<file path="config.mk">
export PLATFORM = sky130hd
export DESIGN_NAME = dm_arbiter
export DESIGN_NICKNAME = d
export VERILOG_FILES = /design/src/rtl/dm_arbiter.sv
export SDC_FILE = /design/constraint.sdc
export NUM_CORES = 1
export LEC_CHECK = 0
export ABC_AREA = 0
export ABC_CLOCK_PERIOD_IN_PS = 3800
export CELL_PAD_IN_SITES_DETAIL_PLACEMENT = 0
export CELL_PAD_IN_SITES_GLOBAL_PLACEMENT = 1
export CORE_AREA = 2 2 141 143
export CTS_BUF_LIST = sky130_fd_sc_hd__clkbuf_8
export CTS_CLUSTER_SIZE = 25
export DETAILED_ROUTE_END_ITERATION = 8
export DIE_AREA = 0 0 143 145
export DONT_BUFFER_PORTS = 1
export PLACE_DENSITY_LB_ADDON = 0.1
export SETUP_SLACK_MARGIN = 0.2
export SLEW_MARGIN = 40
export SYNTH_ARGS = -nofsm -noshare
export SYNTH_HDL_FRONTEND = slang
export SYNTH_SLANG_ARGS = --single-unit
</file>
<file path="constraint.sdc">
create_clock -name clk -period 3.8 [get_ports clk]
set_input_delay 0.95 -clock clk [delete_from_list [all_inputs] [get_ports clk]]
set_output_delay 0.95 -clock clk [all_outputs]
set_load 0.05 [all_outputs]
</file>
<file path="src/rtl/dm_arbiter.sv">
// Data-memory arbiter: the CPU M-stage owns the single-port memory by default and
// a DMA requester gets starvation-bounded, locked, word-aligned bursts.
module dm_arbiter #(
  parameter int STARVE_LIM = 16,
  parameter int BURST_MAX  = 8,
  parameter int DM_WORDS   = 3072
) (
  input  logic        clk,
  input  logic        reset,
  input  logic        cpu_req,
  input  logic        cpu_we,
  input  logic [31:0] cpu_addr,
  input  logic [31:0] cpu_wdata,
  input  logic [31:0] cpu_pc,
  output logic        cpu_gnt,
  output logic        cpu_stall,
  output logic [31:0] cpu_rdata,
  input  logic        dma_req,
  input  logic        dma_we,
  input  logic [31:0] dma_addr,
  input  logic [3:0]  dma_len,
  input  logic [31:0] dma_wdata,
  output logic        dma_gnt,
  output logic [31:0] dma_rdata,
  output logic        dma_done,
  output logic [31:0] dm_addr,
  output logic [31:0] dm_wdata,
  output logic        dm_we,
  output logic [31:0] dm_pc,
  input  logic [31:0] dm_rdata
);

  localparam int              WCW       = $clog2(STARVE_LIM + 1);
  localparam logic [WCW-1:0]  WAIT_LIM  = WCW'(STARVE_LIM);
  localparam logic [31:0]     WRAP_ADDR = 32'(4 * (DM_WORDS - 1));

  typedef enum logic [0:0] {
    CPU_OWN   = 1'b0,
    DMA_BURST = 1'b1
  } state_t;

  state_t         state_r,      state_s;
  logic [WCW-1:0] wait_cnt_r,   wait_cnt_s;
  logic [3:0]     beats_r,      beats_s;
  logic [31:0]    burst_addr_r, burst_addr_s;
  logic           burst_we_r,   burst_we_s;
  logic           dma_done_r,   dma_done_s;

  // A zero-length request still moves one word; oversize requests are cut to BURST_MAX.
  function automatic logic [3:0] clamp_len(input logic [3:0] len);
    logic [3:0] res;
    if (len == 4'd0) begin
      res = 4'd1;
    end else if (32'(len) > BURST_MAX) begin
      res = 4'(BURST_MAX);
    end else begin
      res = len;
    end
    return res;
  endfunction

  function automatic logic [31:0] next_addr(input logic [31:0] addr);
    logic [31:0] res;
    if (addr >= WRAP_ADDR) begin
      res = 32'd0;
    end else begin
      res = addr + 32'd4;
    end
    return res;
  endfunction

  // Ownership decision, burst bookkeeping and the memory-port mux.
  always_comb begin
    state_s      = state_r;
    wait_cnt_s   = wait_cnt_r;
    beats_s      = beats_r;
    burst_addr_s = burst_addr_r;
    burst_we_s   = burst_we_r;
    dma_done_s   = 1'b0;
    cpu_gnt      = 1'b0;
    dma_gnt      = 1'b0;
    dm_addr      = cpu_addr;
    dm_wdata     = cpu_wdata;
    dm_we        = 1'b0;
    dm_pc        = cpu_pc;
    case (state_r)
      CPU_OWN: begin
        cpu_gnt = cpu_req;
        dm_we   = cpu_req & cpu_we;
        if (dma_req && (!cpu_req || (wait_cnt_r == WAIT_LIM))) begin
          state_s      = DMA_BURST;
          wait_cnt_s   = '0;
          burst_addr_s = {dma_addr[31:2], 2'b00};
          burst_we_s   = dma_we;
          beats_s      = clamp_len(dma_len);
        end else if (dma_req) begin
          if (wait_cnt_r != WAIT_LIM) begin
            wait_cnt_s = wait_cnt_r + WCW'(1);
          end else begin
            wait_cnt_s = wait_cnt_r;
          end
        end else begin
          wait_cnt_s = '0;
        end
      end
      DMA_BURST: begin
        dma_gnt    = dma_req;
        dm_addr    = burst_addr_r;
        dm_wdata   = dma_wdata;
        dm_we      = dma_req & burst_we_r;
        dm_pc      = 32'd0;
        wait_cnt_s = '0;
        if (!dma_req) begin
          // Abort: hand the memory back without consuming a beat.
          state_s = CPU_OWN;
        end else if (beats_r <= 4'd1) begin
          state_s      = CPU_OWN;
          beats_s      = 4'd0;
          burst_addr_s = next_addr(burst_addr_r);
          dma_done_s   = 1'b1;
        end else begin
          beats_s      = beats_r - 4'd1;
          burst_addr_s = next_addr(burst_addr_r);
        end
      end
      default: begin
        state_s    = CPU_OWN;
        wait_cnt_s = '0;
        beats_s    = 4'd0;
      end
    endcase
  end

  // State and burst registers.
  always_ff @(posedge clk) begin
    if (reset) begin
      state_r      <= CPU_OWN;
      wait_cnt_r   <= '0;
      beats_r      <= 4'd0;
      burst_addr_r <= 32'd0;
      burst_we_r   <= 1'b0;
      dma_done_r   <= 1'b0;
    end else begin
      state_r      <= state_s;
      wait_cnt_r   <= wait_cnt_s;
      beats_r      <= beats_s;
      burst_addr_r <= burst_addr_s;
      burst_we_r   <= burst_we_s;
      dma_done_r   <= dma_done_s;
    end
  end

  assign cpu_stall = cpu_req & ~cpu_gnt;
  assign cpu_rdata = dm_rdata;
  assign dma_rdata = dm_rdata;
  assign dma_done  = dma_done_r;

endmodule

</file>
# ---- Word-level counts from Yosys, hierarchy flattened
# Cells that the tools add are included.
dict set report word_totals {
  reg_bits 44
  inputBits 202
  output_inout_bits 165
}
dict set report op_classes {
  n_reduce_logical 7
  n_mux 25
  bitwise_logic 6
  addsub 3
  eq_ne 5
  order_cmp 3
}
# cell n
set op_table {}
lappend op_table {{two-way mux 32 bit} 6}
lappend op_table {{one-hot mux 32 bit (2 select lines)} 1}
lappend op_table {{adder 32 x 3 -> 32 bit, second input constant} 1}
lappend op_table {{>= comparator 32 x 14 -> 1 bit, second input constant} 1}
lappend op_table {{two-way mux 4 bit} 5}
lappend op_table {{two-way mux 5 bit} 3}
lappend op_table {{one-hot mux 5 bit (2 select lines)} 1}
lappend op_table {{one-hot mux 4 bit (2 select lines)} 1}
lappend op_table {{two-way mux 1 bit} 6}
lappend op_table {{adder 5 x 1 -> 5 bit, second input constant} 1}
lappend op_table {{== test 5 bit, second input constant} 1}
lappend op_table {{!= test 5 bit, second input constant} 1}
lappend op_table {{greater-than comparator 4 bit, second input constant} 1}
lappend op_table {{<= comparator 4 x 1 -> 1 bit, second input constant} 1}
lappend op_table {{logical NOT 4 bit} 1}
lappend op_table {{!= test 2 bit, second input constant} 2}
lappend op_table {{!= test 4 bit, second input constant} 1}
lappend op_table {{one-hot mux 1 bit (2 select lines)} 2}
lappend op_table {{AND reduction 2 bit} 2}
lappend op_table {{subtractor 4 x 1 -> 4 bit, second input constant} 1}
lappend op_table {{AND 1 bit} 3}
lappend op_table {{inverter 1 bit} 3}
lappend op_table {{OR reduction 3 bit} 1}
lappend op_table {{logical AND 1 bit} 1}
lappend op_table {{other kinds (2)} 2}

# ---- Logic depth before layout (Yosys ltp)
dict set report depth {
  ltp_word 5
  depth_mapped 8
  mapped_depth_nobuf 7
}

# ---- Worst setup path before layout
# Ideal clock, no wire load.
dict set report synth_path {
  path_kind {input port to output port}
  startpoint {in cpu_req}
  endpoint {out dm_we}
  slack_ns 0.486
  cell_stages 3
  required_time_ns 2.850
  n_path_buf 0
  arrival_ns 2.364
  cell_sequence {inv_1 > nor2_1 > a22o_1}
}
dict set report synth_via {
  elab_chain_len 2
}
# item line_no
set synth_lines {}
lappend synth_lines {{from (decl)} 10} ;# input logic cpu_req,
lappend synth_lines {{AND 1 bit} 89} ;# dm_we = cpu_req & cpu_we;
lappend synth_lines {{one-hot mux 1 bit (2 select lines)} 86} ;# case (state_r)
lappend synth_lines {{to (decl)} 28} ;# output logic dm_we,
# Every way passes these cells.

# ---- Worst setup path in the final report
dict set report layout_path {
  startpoint {reg state_r}
  endpoint {out dm_wdata[30]}
}
dict set report layout_via {
  elab_chain_len 1
}
# item line_no
set layout_lines {}
lappend layout_lines {{from (decl)} 42} ;# state_t state_r, state_s;
lappend layout_lines {{from (signal assigned)} 144} ;# state_r <= state_s;
lappend layout_lines {{two-way mux 32 bit} 86}
lappend layout_lines {{to (decl)} 27} ;# output logic [31:0] dm_wdata,
# Every way passes these cells.

==> results.yml <==
run_status:
  status: "finished, final reports clean"
logic_synthesis:
  netlist_area_mm2: 0.003508
  ys.flop_type: "dfxtp_1"
  seq_area_frac_synth_pct: 23.97
  yosys_warnings: 0
  synth_edf_count: 0
  netlist_top_cells_count: "buf_4 (67), mux2_2 (63), nand2_1 (48)"
  synth_top_area_share_pct: 23.97
  avgSynthCellArea_um2: 8.216
  synth_cells: 427
  synthTopCellsByArea: "dfxtp_1 (24%), mux2_2 (20%), buf_4 (14%)"
  yosysMostFrequentCell: "buf_4"
  ys_types: 43
  synth_nets: 634
  async_flop_share_pct: 0
  synth_largest_area_cell: "dfxtp_1"
  ys_ff_latch: 42
power_and_ir_drop:
  p_leak_uw: 0.001318
  power_density_mw_per_mm2: 403.6
  peakVddDrop_mv: 0.1339
clock_network:
  cts_tree: "done"
  cts_buffer_depth: 2
  clk_latency_ns: 0.32
  cts_made_buffers: 5
  post_cts_resized: 0
  cts_hold_buf: 0
  htreeDepth: 2
  clk_pin_slew_ns: 0.10
  clock-sinks: 42
  postCtsSetupRepairBufs: 0
  cts_root_buf: "clkbuf_8"
global_route:
  grt_pass1_vias: 2779
  grt_use_total_pct: 12.19
  grt_pass1_wl_um: 18610
  antenna_found_initial: 3
  grt_max_degree: 81
  gr-total-overflow: 0
worst_setup_path:
  critPathMaxFanout: 80
  worstPathRequired_ns: 2.85
  arrival_ns: 1.92
  critPathMaxStageDelay_ns: 0.64
  critical_path.cell_chain: "buf_12 > mux2_2"
  crit_family: "flip-flops"
  ff2ff_setup_slack_ns: 1.79
  cp-start-kind: "flip-flop"
  end_kind: "primary output"
  critical_path_buf_inv_count: 1
  slowest_stage: "dfxtp_4"
  crit_type: "reg -> out"
sta:
  finalSetupTns_ns: 0
  maxSlewHeadroom_pct: 49.50
  finClkSkew_ns: 0.01482
  period_share_pct: 75.48
  worst_pin_slew_ns: 0.7576
  period_needed_ns: 2.868
  rsz0062_at_grt: "no"
  setup_viol: 0
  hold_viol: 0
  report.final.slew_viol_count: 0
  timing.fmax_mhz: 348.7
routing:
  viasPerCell: 4.236
  routed_wl_um: 13140
  first_pass_iters: 4
  first_iter_violations: 104
  postRouteAntennaNets: 0
  route.vias.total: 2779
  wl_per_cell_um: 20.03
  drc: 0
die:
  die_area_mm2: 0.02074
  io-pin-count: 367
  core.rowCount: 51
  start_util_pct: 18.27
  core_mm2: 0.01921
  fp.dieH_um: 145
  die_w_um: 143
placement:
  post-place-cells: 648
  dp_hpwl_um: 10520
  port_buffers: 0
  detailed_place.area_mm2: 0.003587
  place_congestion: 0.6938
cells_and_area:
  ff_latch_area_um2: 844.6
  multi_input_area_mm2: 0.002043
  fillers: 2145
  final_core_util_pct: 19.43
  diodes: 0
  drive_gt1_share_pct: 32.48
  nets: 597
  stdcell_area_mm2: 0.003731
  final_cells: 656
  syn2layout_area_growth_pct: 6.348
worst_hold_path:
  hold_path_class: "reg -> reg"
job:
  cap_viol_max_count: 0
-- path summary, 6_finish.rpt --
check                                      start              end  depth (start not counted)
worst max-delay path                     state_r     dm_wdata[30]                          2
worst min-delay path               wait_cnt_r[0]    wait_cnt_r[0]                          1
worst max register to register  burst_addr_r[28]  burst_addr_r[2]                          6
worst min register to register     wait_cnt_r[0]    wait_cnt_r[0]                          1
-- worst register-to-register path, delay by kind of cell (launching register included) --
kind	cells	cell delay, ns
compound gates	2	0.51
simple gates	3	0.84
buf+inv	1	0.24
flops	1	0.35
-- cell usage in the layout (no fill, tap or decap), drive strengths merged, types with 8 or more instances in the layout --
| cell type | count |
|---|---|
| a21oi | 23 |
| buf | 43 |
| dfxtp | 42 |
| inv | 8 |
| mux2 | 63 |
| nand2 | 48 |
| nand3 | 9 |
| nor2 | 28 |
| nor2b | 35 |
| nor3 | 8 |
| o21ai | 16 |
-- per-layer routing --
metal	share of wire, %	global-route usage [%]	vias to the layer above
li1	-	-	1328
met1	44	15.78	1264
met2	47	19.76	149
met3	6.6	2.772	38
met4	2.5	4.208	0
met5	0	0	-
-- registers in the layout, summed over array words and instances (netlist names) --
signal / flops
state_r: 1
burst_addr_r: 30
beats_r: 4
wait_cnt_r: 5
dma_done: 1
burst_we_r: 1
-- power by group --
| part | switching, µW | total, µW | internal (µW) | leakage (µW) |
|---|---|---|---|---|
| Clock | 184 | 465 | 281 | 0.0000714 |
| Sequential | 35.1 | 498 | 463 | 0.000345 |
| Combinational | 403 | 543 | 139 | 0.000902 |
| Total | 623 | 1510 | 883 | 0.00132 |
-- cell type report --
type                       instances  share of cell area [%]
clock buffer                       6                   2.213
clock inverter                     2                   1.610
inverter                           9                  0.9054
multi-input combinational        289                   54.76
sequential                        42                   22.64
tap                              265                   8.887
timing repair buffer              43                   8.987
-- kinds of logic after synthesis --
family                   count (synthesis)  share of synthesized area, %
multiplexers                            65                         20.79
AND/OR/NAND/NOR                        148                         21.08
buffers and inverters                   96                         17.83
flip-flops                              42                         23.97
XOR/XNOR                                 9                         2.247
AO/OA/AOI/OAI                           62                         12.30
adder cells (fa/ha/maj)                  5                         1.783
-- through the flow --
stage               total power (µW)  setup slack (ns)  hold WS, ns
floorplan                       1140            0.4859       0.4297
global placement                1058             1.104       0.4522
detailed placement              1056             1.121       0.4588
CTS                             1544            0.8574       0.4814
global route                    1579            0.7498       0.5111
finish                          1506            0.9318       0.4754
Power figures use the tool's default switching activity.
